--- config.mk ---
export PLATFORM = sky130hd
export DESIGN_NAME = clock_period_meter
export DESIGN_NICKNAME = d
export VERILOG_FILES = /design/src/rtl/clk_meter_pkg.sv /design/src/rtl/sync_edge_detect.sv /design/src/rtl/clock_period_meter.sv
export SDC_FILE = /design/constraint.sdc
export NUM_CORES = 1
export LEC_CHECK = 0
export BUFFER_PORTS_ARGS = -buffer_cell sky130_fd_sc_hd__buf_2
export CAP_MARGIN = 10
export CORE_MARGIN = 10
export CORE_UTILIZATION = 40
export DETAILED_ROUTE_END_ITERATION = 12
export PLACE_DENSITY_LB_ADDON = 0.2
export SETUP_SLACK_MARGIN = 0.5
export SYNTH_ARGS = -nofsm -noshare
export SYNTH_HDL_FRONTEND = slang
export SYNTH_SLANG_ARGS = --single-unit
--- constraint.sdc ---
create_clock -name clk_in -period 2 [get_ports clk_in]
set_clock_uncertainty 0.15 [all_clocks]
set_input_delay 0.2 -clock clk_in [delete_from_list [all_inputs] [get_ports clk_in]]
set_output_delay 0.2 -clock clk_in [all_outputs]
set_load 0.005 [all_outputs]
--- src/rtl/clk_meter_pkg.sv ---
// +------------------------------------------------------------------+
// | Module  : clk_meter_pkg                                          |
// | Brief   : Shared FSM state type and default sizing for the meter |
// | Revision: 1.0                                                    |
// +------------------------------------------------------------------+
`default_nettype none

package clk_meter_pkg;

   localparam int                 C_CNT_W   = 33;
   localparam logic [C_CNT_W-1:0] C_TIMEOUT = 33'h10000;

   typedef enum logic [1:0] {
      ST_IDLE    = 2'd0,
      ST_ARMED   = 2'd1,
      ST_MEASURE = 2'd2,
      ST_LOST    = 2'd3
   } meter_state_t;

endpackage

`default_nettype wire

--- src/rtl/sync_edge_detect.sv ---
// +------------------------------------------------------------------+
// | Module  : sync_edge_detect                                       |
// | Brief   : 2-flop synchronizer plus history flop, rising pulse    |
// | Revision: 1.0                                                    |
// +------------------------------------------------------------------+
`default_nettype none

module sync_edge_detect (
   input  logic clk_in,
   input  logic reset,
   input  logic sig_in,
   output logic rise
);

   logic r_s1;
   logic r_s2;
   logic r_s3;

   always_ff @(posedge clk_in or negedge reset) begin
      if (!reset) begin
         r_s1 <= 1'b0;
         r_s2 <= 1'b0;
         r_s3 <= 1'b0;
      end else begin
         r_s1 <= sig_in;
         r_s2 <= r_s1;
         r_s3 <= r_s2;
      end
   end

   assign rise = r_s2 & ~r_s3;

endmodule

`default_nettype wire

--- src/rtl/clock_period_meter.sv ---
// +------------------------------------------------------------------+
// | Module  : clock_period_meter                                     |
// | Brief   : Measures clk_meas period in clk_in cycles, recovers    |
// |           the divide value, reports lock and clock loss.         |
// |           Optional macro STABLE_CHECK_EN: lock needs two equal   |
// |           consecutive measurements.                              |
// | Revision: 1.0                                                    |
// +------------------------------------------------------------------+
`default_nettype none

module clock_period_meter
   import clk_meter_pkg::*;
#(
   parameter int               CNT_W   = C_CNT_W,
   parameter logic [CNT_W-1:0] TIMEOUT = CNT_W'(C_TIMEOUT)
) (
   input  logic             clk_in,
   input  logic             reset,
   input  logic             clk_meas,
   input  logic             enable,
   output logic [CNT_W-1:0] period_out,
   output logic [CNT_W-1:0] div_est,
   output logic             meas_valid,
   output logic             locked,
   output logic             timeout
);

   meter_state_t     r_state;
   meter_state_t     w_state_nxt;
   logic             w_edge;
   logic             w_measure;
   logic             w_lose;
   logic             w_restart;
   logic [CNT_W-1:0] w_div;
   logic [CNT_W-1:0] r_cnt;
   logic [CNT_W-1:0] r_period;
   logic [CNT_W-1:0] r_div;
   logic             r_valid;
   logic             r_locked;
   logic             r_timeout;

   sync_edge_detect u_sync (
      .clk_in (clk_in),
      .reset  (reset),
      .sig_in (clk_meas),
      .rise   (w_edge)
   );

   always_ff @(posedge clk_in or negedge reset) begin
      if (!reset) r_state <= ST_IDLE;
      else        r_state <= w_state_nxt;
   end

   // enable=0 overrides every event; an edge wins over a coincident timeout
   always_comb begin
      w_state_nxt = r_state;
      w_measure   = 1'b0;
      w_lose      = 1'b0;
      w_restart   = 1'b0;
      if (!enable) begin
         w_state_nxt = ST_IDLE;
      end else begin
         case (r_state)
            ST_IDLE: w_state_nxt = ST_ARMED;
            ST_ARMED: begin
               if (w_edge) begin
                  w_state_nxt = ST_MEASURE;
                  w_restart   = 1'b1;
               end
            end
            ST_MEASURE: begin
               if (w_edge) begin
                  w_measure = 1'b1;
                  w_restart = 1'b1;
               end else if (r_cnt == TIMEOUT) begin
                  w_state_nxt = ST_LOST;
                  w_lose      = 1'b1;
               end
            end
            ST_LOST: begin
               if (w_edge) begin
                  w_state_nxt = ST_MEASURE;
                  w_restart   = 1'b1;
               end
            end
            default: w_state_nxt = ST_IDLE;
         endcase
      end
   end

   assign w_div = (r_cnt < CNT_W'(2)) ? '0 : (r_cnt >> 1) - CNT_W'(1);

   always_ff @(posedge clk_in or negedge reset) begin
      if (!reset) begin
         r_cnt <= '0;
      end else if (!enable) begin
         r_cnt <= '0;
      end else if (w_restart) begin
         r_cnt <= CNT_W'(1);
      end else if (r_state == ST_MEASURE && !w_lose) begin
         r_cnt <= r_cnt + CNT_W'(1);
      end
   end

   always_ff @(posedge clk_in or negedge reset) begin
      if (!reset) begin
         r_period  <= '0;
         r_div     <= '0;
         r_valid   <= 1'b0;
         r_timeout <= 1'b0;
      end else begin
         r_valid <= w_measure;
         if (w_measure) begin
            r_period <= r_cnt;
            r_div    <= w_div;
         end
         if (!enable)                               r_timeout <= 1'b0;
         else if (w_lose)                           r_timeout <= 1'b1;
         else if (r_state == ST_LOST && w_edge)     r_timeout <= 1'b0;
      end
   end

`ifdef STABLE_CHECK_EN
   // A zero prev_period never matches a real measurement, so clearing it invalidates it
   logic [CNT_W-1:0] r_prev_period;

   always_ff @(posedge clk_in or negedge reset) begin
      if (!reset) begin
         r_prev_period <= '0;
         r_locked      <= 1'b0;
      end else if (!enable || w_lose) begin
         r_prev_period <= '0;
         r_locked      <= 1'b0;
      end else if (w_measure) begin
         r_prev_period <= r_cnt;
         r_locked      <= (r_cnt == r_prev_period);
      end
   end
`else
   always_ff @(posedge clk_in or negedge reset) begin
      if (!reset) begin
         r_locked <= 1'b0;
      end else if (!enable || w_lose) begin
         r_locked <= 1'b0;
      end else if (w_measure) begin
         r_locked <= 1'b1;
      end
   end
`endif

   assign period_out = r_period;
   assign div_est    = r_div;
   assign meas_valid = r_valid;
   assign locked     = r_locked;
   assign timeout    = r_timeout;

endmodule

`default_nettype wire

==> results.json, run 1 <==
{
  "synth_fa_ha_area_share_pct": 0.9122,
  "hold_violations": 0,
  "route.detailed.drc": 0,
  "synth_top_area_cell": "dfrtp_1",
  "drt_iter0_drc": 378,
  "synthCells": 586,
  "crit_arrival_ns": 2.49,
  "p_comb_share_pct": 7.2,
  "ys_ff_latch": 106,
  "max_freq_ghz": 0.4227,
  "power_density_nw_per_um2": 500.6,
  "finish.utilization_pct": 63.34,
  "clk_pin_slew_ns": 0.07,
  "die-height_microns": 137.1,
  "holdWs_ns": 0.1542,
  "synth.area.top_cells": "dfrtp_1 48%, nand2_1 9.5%, xnor2_1 3.0%, o21ai_0 3.0%, xor2_1 2.9%",
  "synth_top_family_by_area": "simple AND/OR/NAND/NOR gates",
  "post-route-period-util_pct": 118.3,
  "drt-vias-per-instance": 5.293,
  "cp_data_required_time_ns": 2.13,
  "async_flop_share_pct": 100.0,
  "violations": "negative setup slack",
  "synthToLayoutAreaGrowth_pct": 54.09,
  "clockBufferDepth": 2,
  "routedWlPerCell_microns": 18.79,
  "finalSetupViolCount": 61,
  "wirelength_microns": 18230,
  "die_area_sq_um": 18800,
  "placementRows": 42,
  "synth_compound_area_share_pct": 10.24,
  "wl_met2_microns": 9289,
  "p_seq_share_pct": 52.0,
  "grt_overflow": 0,
  "cap_viol_max_count": 0,
  "maxSlewViolCount": 0,
  "dr_wl_met3_microns": 954,
  "p_switching_mw": 0.9793,
  "yosys.area_share.simple_pct": 27.39,
  "final_cell_area_sq_um": 8454,
  "ant_nets": 0,
  "synth_mux_area_share_pct": 0.3649,
  "diodes": 0,
  "power.leakage_nw": 4.470,
  "gp_congestion": 0.8682,
  "drt-met1-wl_microns": 7629,
  "end_kind": "flip-flop",
  "syn_area_per_cell_sq_um": 9.363,
  "boundaryPins": 73,
  "yosysUniqueCellTypes": 60,
  "clk_latency_ns": 0.36,
  "cp_max_fo": 7,
  "postPlaceCellArea_sq_um": 6694,
  "vias": 5134,
  "dp_hpwl_microns": 11300,
  "synthDominantCellAreaShare_pct": 48.35,
  "worst-r2r-cell-count": 9,
  "clock_sinks": 106,
  "synth_xor_xnor_area_share_pct": 5.906,
  "die-width_microns": 137.1,
  "drive_gt1_share_pct": 52.14,
  "nets": 797,
  "clock-root-buffer": "clkbuf_16",
  "cts_buffers": 9,
  "antenna_found_initial": 0,
  "rsz0062_at_grt": "yes",
  "dr.pass1.iters": 5,
  "critPathKind": "flip-flop to flip-flop",
  "fin_crit_ns": 2.366,
  "p_sw_share_pct": 23.14,
  "synth_edf_count": 0,
  "yosysWarningCount": 0,
  "cts_htree_levels": 3,
  "dp_slack_ns": -0.2568,
  "pwr-share-clk_pct": 40.8,
  "ir_worst_vdd_mv": 0.3794,
  "p_int_mw": 3.253,
  "cts_tree": "built",
  "fin_ws_ns": -0.3657,
  "outcome": "finished, violations left",
  "numPortBuffers": 71,
  "start_util_pct": 41.10,
  "hp-class": "input pin to asynchronous set/reset pin",
  "gr-usage-all-layers_pct": 17.21,
  "grt_pass1_wl_microns": 25740,
  "yosys_most_used_dff": "dfrtp_1",
  "seq_area_frac_synth_pct": 48.35,
  "grt_max_degree": 46,
  "highest_layer": "met4",
  "startpoint_type": "flip-flop",
  "fillers": 1072,
  "synthesis.nets": 594,
  "synthesis.area_sq_um": 5487,
  "core_area_sq_um": 13350,
  "grt_pass1_vias": 4906,
  "fin_setup_tns_ns": -14.01
}
[cell usage in the layout (no fill, tap or decap), types with 4 or more instances in the layout]
cell / n
buf_4: 107
or3_1: 15
o21ai_0: 5
nor2_1: 27
nor3_1: 6
nand3_1: 10
o21ai_1: 17
nor4_4: 8
xnor2_1: 17
a21oi_2: 6
clkbuf_16: 15
dfrtp_1: 99
inv_1: 6
o21ai_2: 20
nand2_4: 20
nand2_1: 89
nand4_1: 12
or3_4: 6
buf_12: 10
buf_2: 70
and3_1: 5
xor2_1: 16
a21oi_1: 18
nor3_2: 4
buf_6: 34
o31ai_2: 7
or4_4: 5
nand4b_1: 5
and2_1: 5
dfrtp_2: 7
nand2_2: 32
buf_8: 7
nand3_2: 7
[cell type report]
| cell class | instances | area [sq um] | share of cell area [%] |
|---|---|---|---|
| multi-input combinational | 426 | 3221 | 38.09 |
| clock inverter | 2 | 10.01 | 0.1184 |
| tap | 176 | 220.2 | 2.605 |
| sequential | 106 | 2661 | 31.48 |
| timing repair buffer | 237 | 2022 | 23.92 |
| clock buffer | 14 | 274.0 | 3.241 |
| inverter | 9 | 46.29 | 0.5476 |
[registers in the layout, summed over array words and instances, names as in the netlist]
signal and count:
u_sync.r_s1 1, locked 1, meas_valid 1, u_sync.r_s3 1, u_sync.r_s2 1, timeout 1
div_est 32, period_out 33, r_state 2, r_cnt 33
[final timing paths]
kind	startpoint	end	slack (ns)
worst max-delay path	r_cnt[9]	r_cnt[2]	-0.37
worst min-delay path	reset	period_out[1]	0.15
worst max register to register	r_cnt[9]	r_cnt[2]	-0.37
worst min register to register	u_sync.r_s1	u_sync.r_s2	0.20
max in group asynchronous	reset	r_state[0]	0.98
min in group clk_in	enable	r_cnt[30]	0.19
[timing repair]
item	4_1_cts	5_1_grt
cloned	2	10
resized for setup	83	151
endpoints found under the setup margin	102	99
pin swaps	40	80
endpoints found under the hold margin	108	0
hold buffers	3	0
setup buffers	11	34
[power groups by stage]
stage                     combinational (mW)  sequential [mW]  clock (mW)
after detailed placement               0.228             2.24           0
final                                  0.305             2.20        1.73
after global placement                 0.226             2.24           0
after floorplan                       0.0912             2.24           0
after CTS                              0.253             2.20        1.76
after global routing                   0.331             2.20        1.83
[routing by layer]
metal | up-vias | track usage, %
met5 | - | 0
li1 | 2416 | -
met1 | 2564 | 21.96
met3 | 26 | 3.629
met4 | 0 | 6.265
met2 | 128 | 28.13
[cells by family (layout without fill, tap and decap cells)]
family	count (synthesis)	count (layout)
and+or+nand+nor	291	291
DFF	106	106
AOI/OAI and AO/OA	91	91
buffers and inverters	54	262
xor gates and xnor gates	37	37
adders and majority gates	4	4
muxes	2	2
other	1	1
[metrics by stage]
step	power, mW	std cells
3_5_place_dp	2.469	894
6_report	4.232	970
3_3_place_gp	2.465	894
4_1_cts	4.217	926
2_1_floorplan	2.334	586
5_1_grt	4.368	970
[critical path, cell delays in order (launching register included)]
cell and delay [ns]:
dfrtp_2 0.42, nor4_4 0.30, buf_4 0.18, nand4b_1 0.14, buf_4 0.18, nor4_4 0.34, buf_6 0.19, buf_8 0.14
o21ai_1 0.08, a21oi_1 0.17
[Yosys cell counts, drive strengths merged, types with 3 or more instances]
cell type / n
nand2: 141
dfrtp: 106
o21ai: 45
nor2: 31
clkbuf: 30
a21oi: 24
or3: 21
nand3: 20
xnor2: 19
xor2: 18
buf: 15
nor3: 13
nor4: 13
nand4: 12
o31ai: 12
inv: 8
or4: 8
nand4b: 6
and2: 5
and3: 5
a31oi: 4
ha: 4
and4: 3
nand2b: 3
nor2b: 3
Note: power is estimated with default switching activity, not from simulation.
==> inputs of run 2 (changes only) <==
Clock period 2 ns to 2.75 ns, I/O delays scaled along.
==> results.json, run 2 (same netlist as run 1, synthesis figures left out) <==
{
  "power_density_nw_per_um2": 449.9,
  "dp.cells": 816,
  "worst_pin_slew_ns": 0.7888,
  "core_area_sq_um": 13350,
  "p_switching_mw": 0.7261,
  "finish.utilization_pct": 51.55,
  "drt_iter0_drc": 344,
  "power.leakage_nw": 3.484,
  "clock_sinks": 106,
  "worst-path-buf-inv": 3,
  "relSlewSlack_pct": 47.41,
  "gp_congestion": 0.8983,
  "cts_htree_levels": 3,
  "grt_max_degree": 80,
  "diodes": 0,
  "crit_slowest_cell": "or3_4",
  "clockBufferDepth": 2,
  "die-height_microns": 137.1,
  "nets": 697,
  "grt_pass1_wl_microns": 24270,
  "cp_max_fo": 6,
  "startpoint_type": "flip-flop",
  "rsz0062_at_grt": "yes",
  "clk_pin_slew_ns": 0.07,
  "hold_violations": 0,
  "boundaryPins": 73,
  "routedWlPerCell_microns": 17.51,
  "synthToLayoutAreaGrowth_pct": 25.40,
  "clock-root-buffer": "clkbuf_16",
  "route.detailed.drc": 0,
  "cp_data_required_time_ns": 2.84,
  "die-width_microns": 137.1,
  "dp_slack_ns": 0.2047,
  "fin_crit_ns": 2.290,
  "fin_cells": 870,
  "hp-class": "input pin to flip-flop",
  "vias": 4617,
  "grt_pass1_vias": 4456,
  "fin_setup_tns_ns": 0,
  "cts_buffers": 9,
  "fillers": 1270,
  "p_seq_share_pct": 51.7,
  "numPortBuffers": 71,
  "max_freq_ghz": 0.4367,
  "gr-usage-all-layers_pct": 16.20,
  "drive_gt1_share_pct": 33.00,
  "final_common_cell": "nand2_1",
  "start_util_pct": 41.10,
  "cp_top_family": "simple AND/OR/NAND/NOR gates",
  "ant_nets": 0,
  "fin_ws_ns": 0.4600,
  "wirelength_microns": 15240,
  "crit_arrival_ns": 2.38,
  "placementRows": 42,
  "ir_worst_vdd_mv": 0.3160,
  "outcome": "finished clean",
  "final_cell_mix": "138 x nand2_1, 93 x dfrtp_1, 70 x buf_2, 51 x buf_4, 30 x nor2_1",
  "maxSlewViolCount": 0,
  "cap_viol_max_count": 0,
  "dp_hpwl_microns": 10320,
  "post-route-period-util_pct": 83.27,
  "pwr-share-clk_pct": 43.2,
  "dr.pass1.iters": 6,
  "die_area_sq_um": 18800,
  "finalSetupViolCount": 0,
  "clk_latency_ns": 0.36,
  "drt-vias-per-instance": 5.307,
  "critPathKind": "flip-flop to flip-flop",
  "end_kind": "flip-flop",
  "holdWs_ns": 0.04075,
  "p_comb_share_pct": 5.0,
  "cts_tree": "built",
  "grt_overflow": 0,
  "p_int_mw": 2.369,
  "antenna_found_initial": 0,
  "path_cells": "nor4_4 -> buf_4 -> nand2_4 -> or3_4 -> o21ai_4 -> buf_6 -> buf_12 -> o21ai_2",
  "p_sw_share_pct": 23.46,
  "max_stage_delay_ns": 0.45
}
run 2: cell types whose count changed in the layout (fill, tap and decap cells not counted), sizes merged:
cell | before | now
buf | 228 | 135
bufinv | 0 | 1
clkbuf | 20 | 10
clkinv | 3 | 2
clkinvlp | 0 | 4
dlygate4sd3 | 3 | 2
run 2: power groups by stage:
| stage | logic [mW] | registers [mW] | clock network (mW) |
|---|---|---|---|
| after floorplan | 0.0623 | 1.63 | 0 |
| after global placement | 0.144 | 1.63 | 0 |
| after detailed placement | 0.146 | 1.63 | 0 |
| after CTS | 0.153 | 1.60 | 1.36 |
| after global routing | 0.177 | 1.61 | 1.42 |
| final | 0.155 | 1.60 | 1.34 |
run 2: worst register-to-register path, stage by stage (launching register included):
cell	delay, ns
dfrtp_1	0.41
nor4_4	0.37
buf_4	0.21
nand2_4	0.05
or3_4	0.45
o21ai_4	0.22
buf_6	0.15
buf_12	0.12
o21ai_2	0.05
run 2: repair_timing:
item	CTS	global route
gates resized for setup	36	46
hold buffers	2	0
setup buffers	19	14
pin swaps	21	19
setup endpoints to repair	56	59
cloned	1	2
endpoints found under the hold margin	45	0
run 2: final cells by class:
cell class	count	area (sq um)	area share (%)
Clock buffer	10	239.0	3.473
Sequential cell	106	2669	38.79
Clock inverter	6	66.31	0.9638
Inverter	9	37.54	0.5456
Tap cell	176	220.2	3.201
Multi-Input combinational cell	426	2695	39.17
Timing Repair Buffer	137	953.4	13.86
run 2: metal layers:
metal	GRT usage (%)	wire (microns)	vias to the layer above
li1	-	-	2201
met1	22.18	7034	2250
met2	24.73	6966	149
met3	4.619	1059	17
met4	3.806	176	0
met5	0	0	-
run 2: worst paths after layout:
| kind | from | end | slack [ns] | cells past startpoint |
|---|---|---|---|---|
| max reg2reg | r_cnt[22] | div_est[6] | 0.46 | 8 |
| max | r_cnt[22] | div_est[6] | 0.46 | 8 |
| min reg2reg | u_sync.r_s1 | u_sync.r_s2 | 0.20 | 0 |
| max in group asynchronous | reset | r_cnt[13] | 1.41 | 3 |
| min in group asynchronous | reset | u_sync.r_s1 | 0.31 | 2 |
| min | enable | timeout | 0.04 | 2 |
run 2: metrics by stage:
step                      power (mW)  cell area [sq um]
after floorplan                1.693               5487
after global placement         1.776               5966
after detailed placement       1.778               5966
after CTS                      3.116               6581
after global routing           3.203               6880
final                          3.095               6880
==> inputs of run 3 (changes only) <==
Settings changed: ABC_AREA set to 1.
Clock period 2.75 ns to 2.2 ns, I/O delays scaled along.
==> results.json, run 3 <==
{
  "postPlaceCellArea_sq_um": 7239,
  "min_to": "locked",
  "grt_pass1_vias": 6155,
  "route.detailed.drc": 0,
  "dp_hpwl_microns": 15900,
  "worst_pin_slew_ns": 0.5525,
  "gp_congestion": 1.006,
  "yosys_most_used_dff": "dfrtp_1",
  "min_from": "enable",
  "antenna_found_initial": 0,
  "cts_buffers": 9,
  "yosysMostFrequentCell": "nand2_1",
  "nets": 1056,
  "drt_iter0_drc": 588,
  "clk_pin_slew_ns": 0.08,
  "syn_area_per_cell_sq_um": 7.012,
  "drive_gt1_share_pct": 30.29,
  "hold_violations": 0,
  "rsz0062_at_grt": "yes",
  "cp_max_fo": 8,
  "cp_data_required_time_ns": 2.32,
  "max_stage_delay_ns": 0.48,
  "outcome": "finished clean",
  "cp_top_family": "simple AND/OR/NAND/NOR gates",
  "grt_pass1_wl_microns": 34180,
  "die-width_microns": 146.9,
  "crit_slowest_cell": "dfrtp_1",
  "die_area_sq_um": 21570,
  "die-height_microns": 146.9,
  "start_util_pct": 40.67,
  "yosysWarningCount": 0,
  "cts_htree_levels": 3,
  "boundaryPins": 73,
  "worst-path-buf-inv": 0,
  "routedWlPerCell_microns": 18.10,
  "max_freq_ghz": 0.4899,
  "synthesis.area_sq_um": 6437,
  "vias": 6593,
  "final_common_cell": "nand2_1",
  "async_flop_share_pct": 100.0,
  "r2r_slack_ns": 0.16,
  "grt_overflow": 0,
  "finalSetupViolCount": 0,
  "synth_edf_count": 0,
  "ys_ff_latch": 106,
  "seq_area_frac_synth_pct": 41.21,
  "p_seq_share_pct": 43.2,
  "pwr-share-clk_pct": 34.0,
  "synth.area.top_cells": "dfrtp_1 41%, nand2_1 19%, nand3_1 9.0%, nor2_1 7.3%, o21ai_1 3.3%",
  "crit_cells": 10,
  "p_comb_share_pct": 22.7,
  "yosysUniqueCellTypes": 30,
  "numPortBuffers": 71,
  "fin_crit_ns": 2.041,
  "ant_nets": 0,
  "rr_endpoint": "r_cnt[10]",
  "synthToLayoutAreaGrowth_pct": 33.61,
  "synthesis.nets": 926,
  "clock-root-buffer": "clkbuf_16",
  "gr-usage-all-layers_pct": 19.85,
  "worst-r2r-cell-count": 10,
  "relSlewSlack_pct": 63.16,
  "hp-class": "input pin to flip-flop",
  "critPathKind": "flip-flop to flip-flop",
  "power_density_nw_per_um2": 576.1,
  "yosys-top-cells-count": "318 x nand2_1, 126 x nor2_1, 116 x nand3_1",
  "power.leakage_nw": 4.224,
  "dr.pass1.iters": 5,
  "clockBufferDepth": 2,
  "p_int_mw": 3.337,
  "maxSlewViolCount": 0,
  "synth_top_area_cell": "dfrtp_1",
  "p_sw_share_pct": 32.64,
  "ir_worst_vdd_mv": 0.3892,
  "core_area_sq_um": 15830,
  "synthDominantCellAreaShare_pct": 41.21,
  "final_cell_area_sq_um": 8601,
  "hold_depth": 3,
  "crit_arrival_ns": 2.16,
  "clk_latency_ns": 0.38,
  "clock_sinks": 106,
  "wirelength_microns": 22970,
  "fin_setup_tns_ns": 0,
  "cap_viol_max_count": 0,
  "cts_tree": "built",
  "synthCells": 918,
  "startpoint_type": "flip-flop",
  "drt-vias-per-instance": 5.195,
  "end_kind": "flip-flop",
  "fillers": 1498,
  "placementRows": 46,
  "total_power_mw": 4.954,
  "p_switching_mw": 1.617,
  "reg2reg_from": "r_cnt[25]",
  "final_cell_mix": "298 x nand2_1, 111 x nor2_1, 92 x dfrtp_1, 88 x nand3_1, 73 x buf_4",
  "path_cells": "nor2_4 -> nand2_2 -> nor2_2 -> nand2_2 -> nor2_4 -> nand3_4 -> nand2_8 -> nand2_4 -> nand2_1 -> nand2_1",
  "diodes": 0,
  "grt_max_degree": 73,
  "post-route-period-util_pct": 92.78
}
## run 3: routing by layer
layer	routed length, microns	part of all wire (%)	GRT usage, %	up-vias
met1	9894	43	26.39	3070
li1	-	-	-	3178
met2	10440	45	31.30	288
met5	0	0	0	-
met4	864	3.8	8.058	0
met3	1762	7.7	3.440	57
## run 3: worst reg2reg max path: stages, from the launching register on
cell	delay, ns
dfrtp_1	0.48
nor2_4	0.13
nand2_2	0.07
nor2_2	0.17
nand2_2	0.10
nor2_4	0.19
nand3_4	0.16
nand2_8	0.19
nand2_4	0.16
nand2_1	0.09
nand2_1	0.05
## run 3: per-stage QoR
step | instances | hold WS [ns] | utilization, % | worst slack, ns
after floorplan | 918 | -0.2256 | - | 0.4531
after global placement | 1209 | 0.09901 | 45.74 | 0.1349
after detailed placement | 1209 | 0.1014 | 45.74 | 0.09947
after CTS | 1239 | 0.01746 | 49.40 | 0.2377
after global routing | 1269 | 0.02288 | 54.34 | 0.1197
final | 1269 | 0.002621 | 54.34 | 0.1589
## run 3: repair_timing
| item | CTS | global route |
|---|---|---|
| setup endpoints to repair | 68 | 102 |
| endpoints found under the hold margin | 35 | 0 |
| cloned | 3 | 8 |
| resized for setup | 43 | 105 |
| pin swaps | 10 | 23 |
| hold buffers | 2 | 0 |
| buffers inserted | 9 | 22 |
## run 3: cell families (layout without fill, tap and decap cells)
family                   Yosys count  count (layout)  share of synthesized area, %
AND/OR/NAND/NOR                  614             619                         41.52
AO/OA/AOI/OAI                     64              64                         4.976
buffers and inverters            112             242                         9.154
adder cells (fa/ha/maj)            4               4                        0.7775
other                              1               1                       0.05825
XOR/XNOR                          17              17                         2.313
flip-flops                       106             106                         41.20
## run 3: how the worst max path moves through the flow
| stage | from | end | slack [ns] |
|---|---|---|---|
| after floorplan | r_cnt[1] | r_cnt[20] | 0.45 |
| after global placement | r_cnt[2] | r_cnt[32] | 0.13 |
| after detailed placement | r_cnt[14] | r_cnt[24] | 0.1 |
| after CTS | r_cnt[1] | r_cnt[16] | 0.24 |
| after global routing | r_cnt[14] | r_cnt[24] | 0.12 |
| final | r_cnt[25] | r_cnt[10] | 0.16 |
## run 3: cell type report
| type | count | area [sq um] | share of cell area [%] |
|---|---|---|---|
| Timing Repair Buffer | 170 | 1356 | 15.77 |
| Sequential cell | 106 | 2670 | 31.04 |
| Clock inverter | 7 | 67.56 | 0.7856 |
| Clock buffer | 9 | 225.2 | 2.619 |
| Multi-Input combinational cell | 705 | 3794 | 44.11 |
| Tap cell | 216 | 270.3 | 3.142 |
| Inverter | 56 | 217.7 | 2.531 |
## run 3: power groups by stage
stage | Clock (mW) | Sequential (mW) | Combinational [mW]
floorplan | 0 | 2.18 | 0.415
global placement | 0 | 2.17 | 0.737
detailed placement | 0 | 2.17 | 0.736
CTS | 1.68 | 2.14 | 0.853
global route | 1.78 | 2.16 | 1.21
finish | 1.69 | 2.14 | 1.13
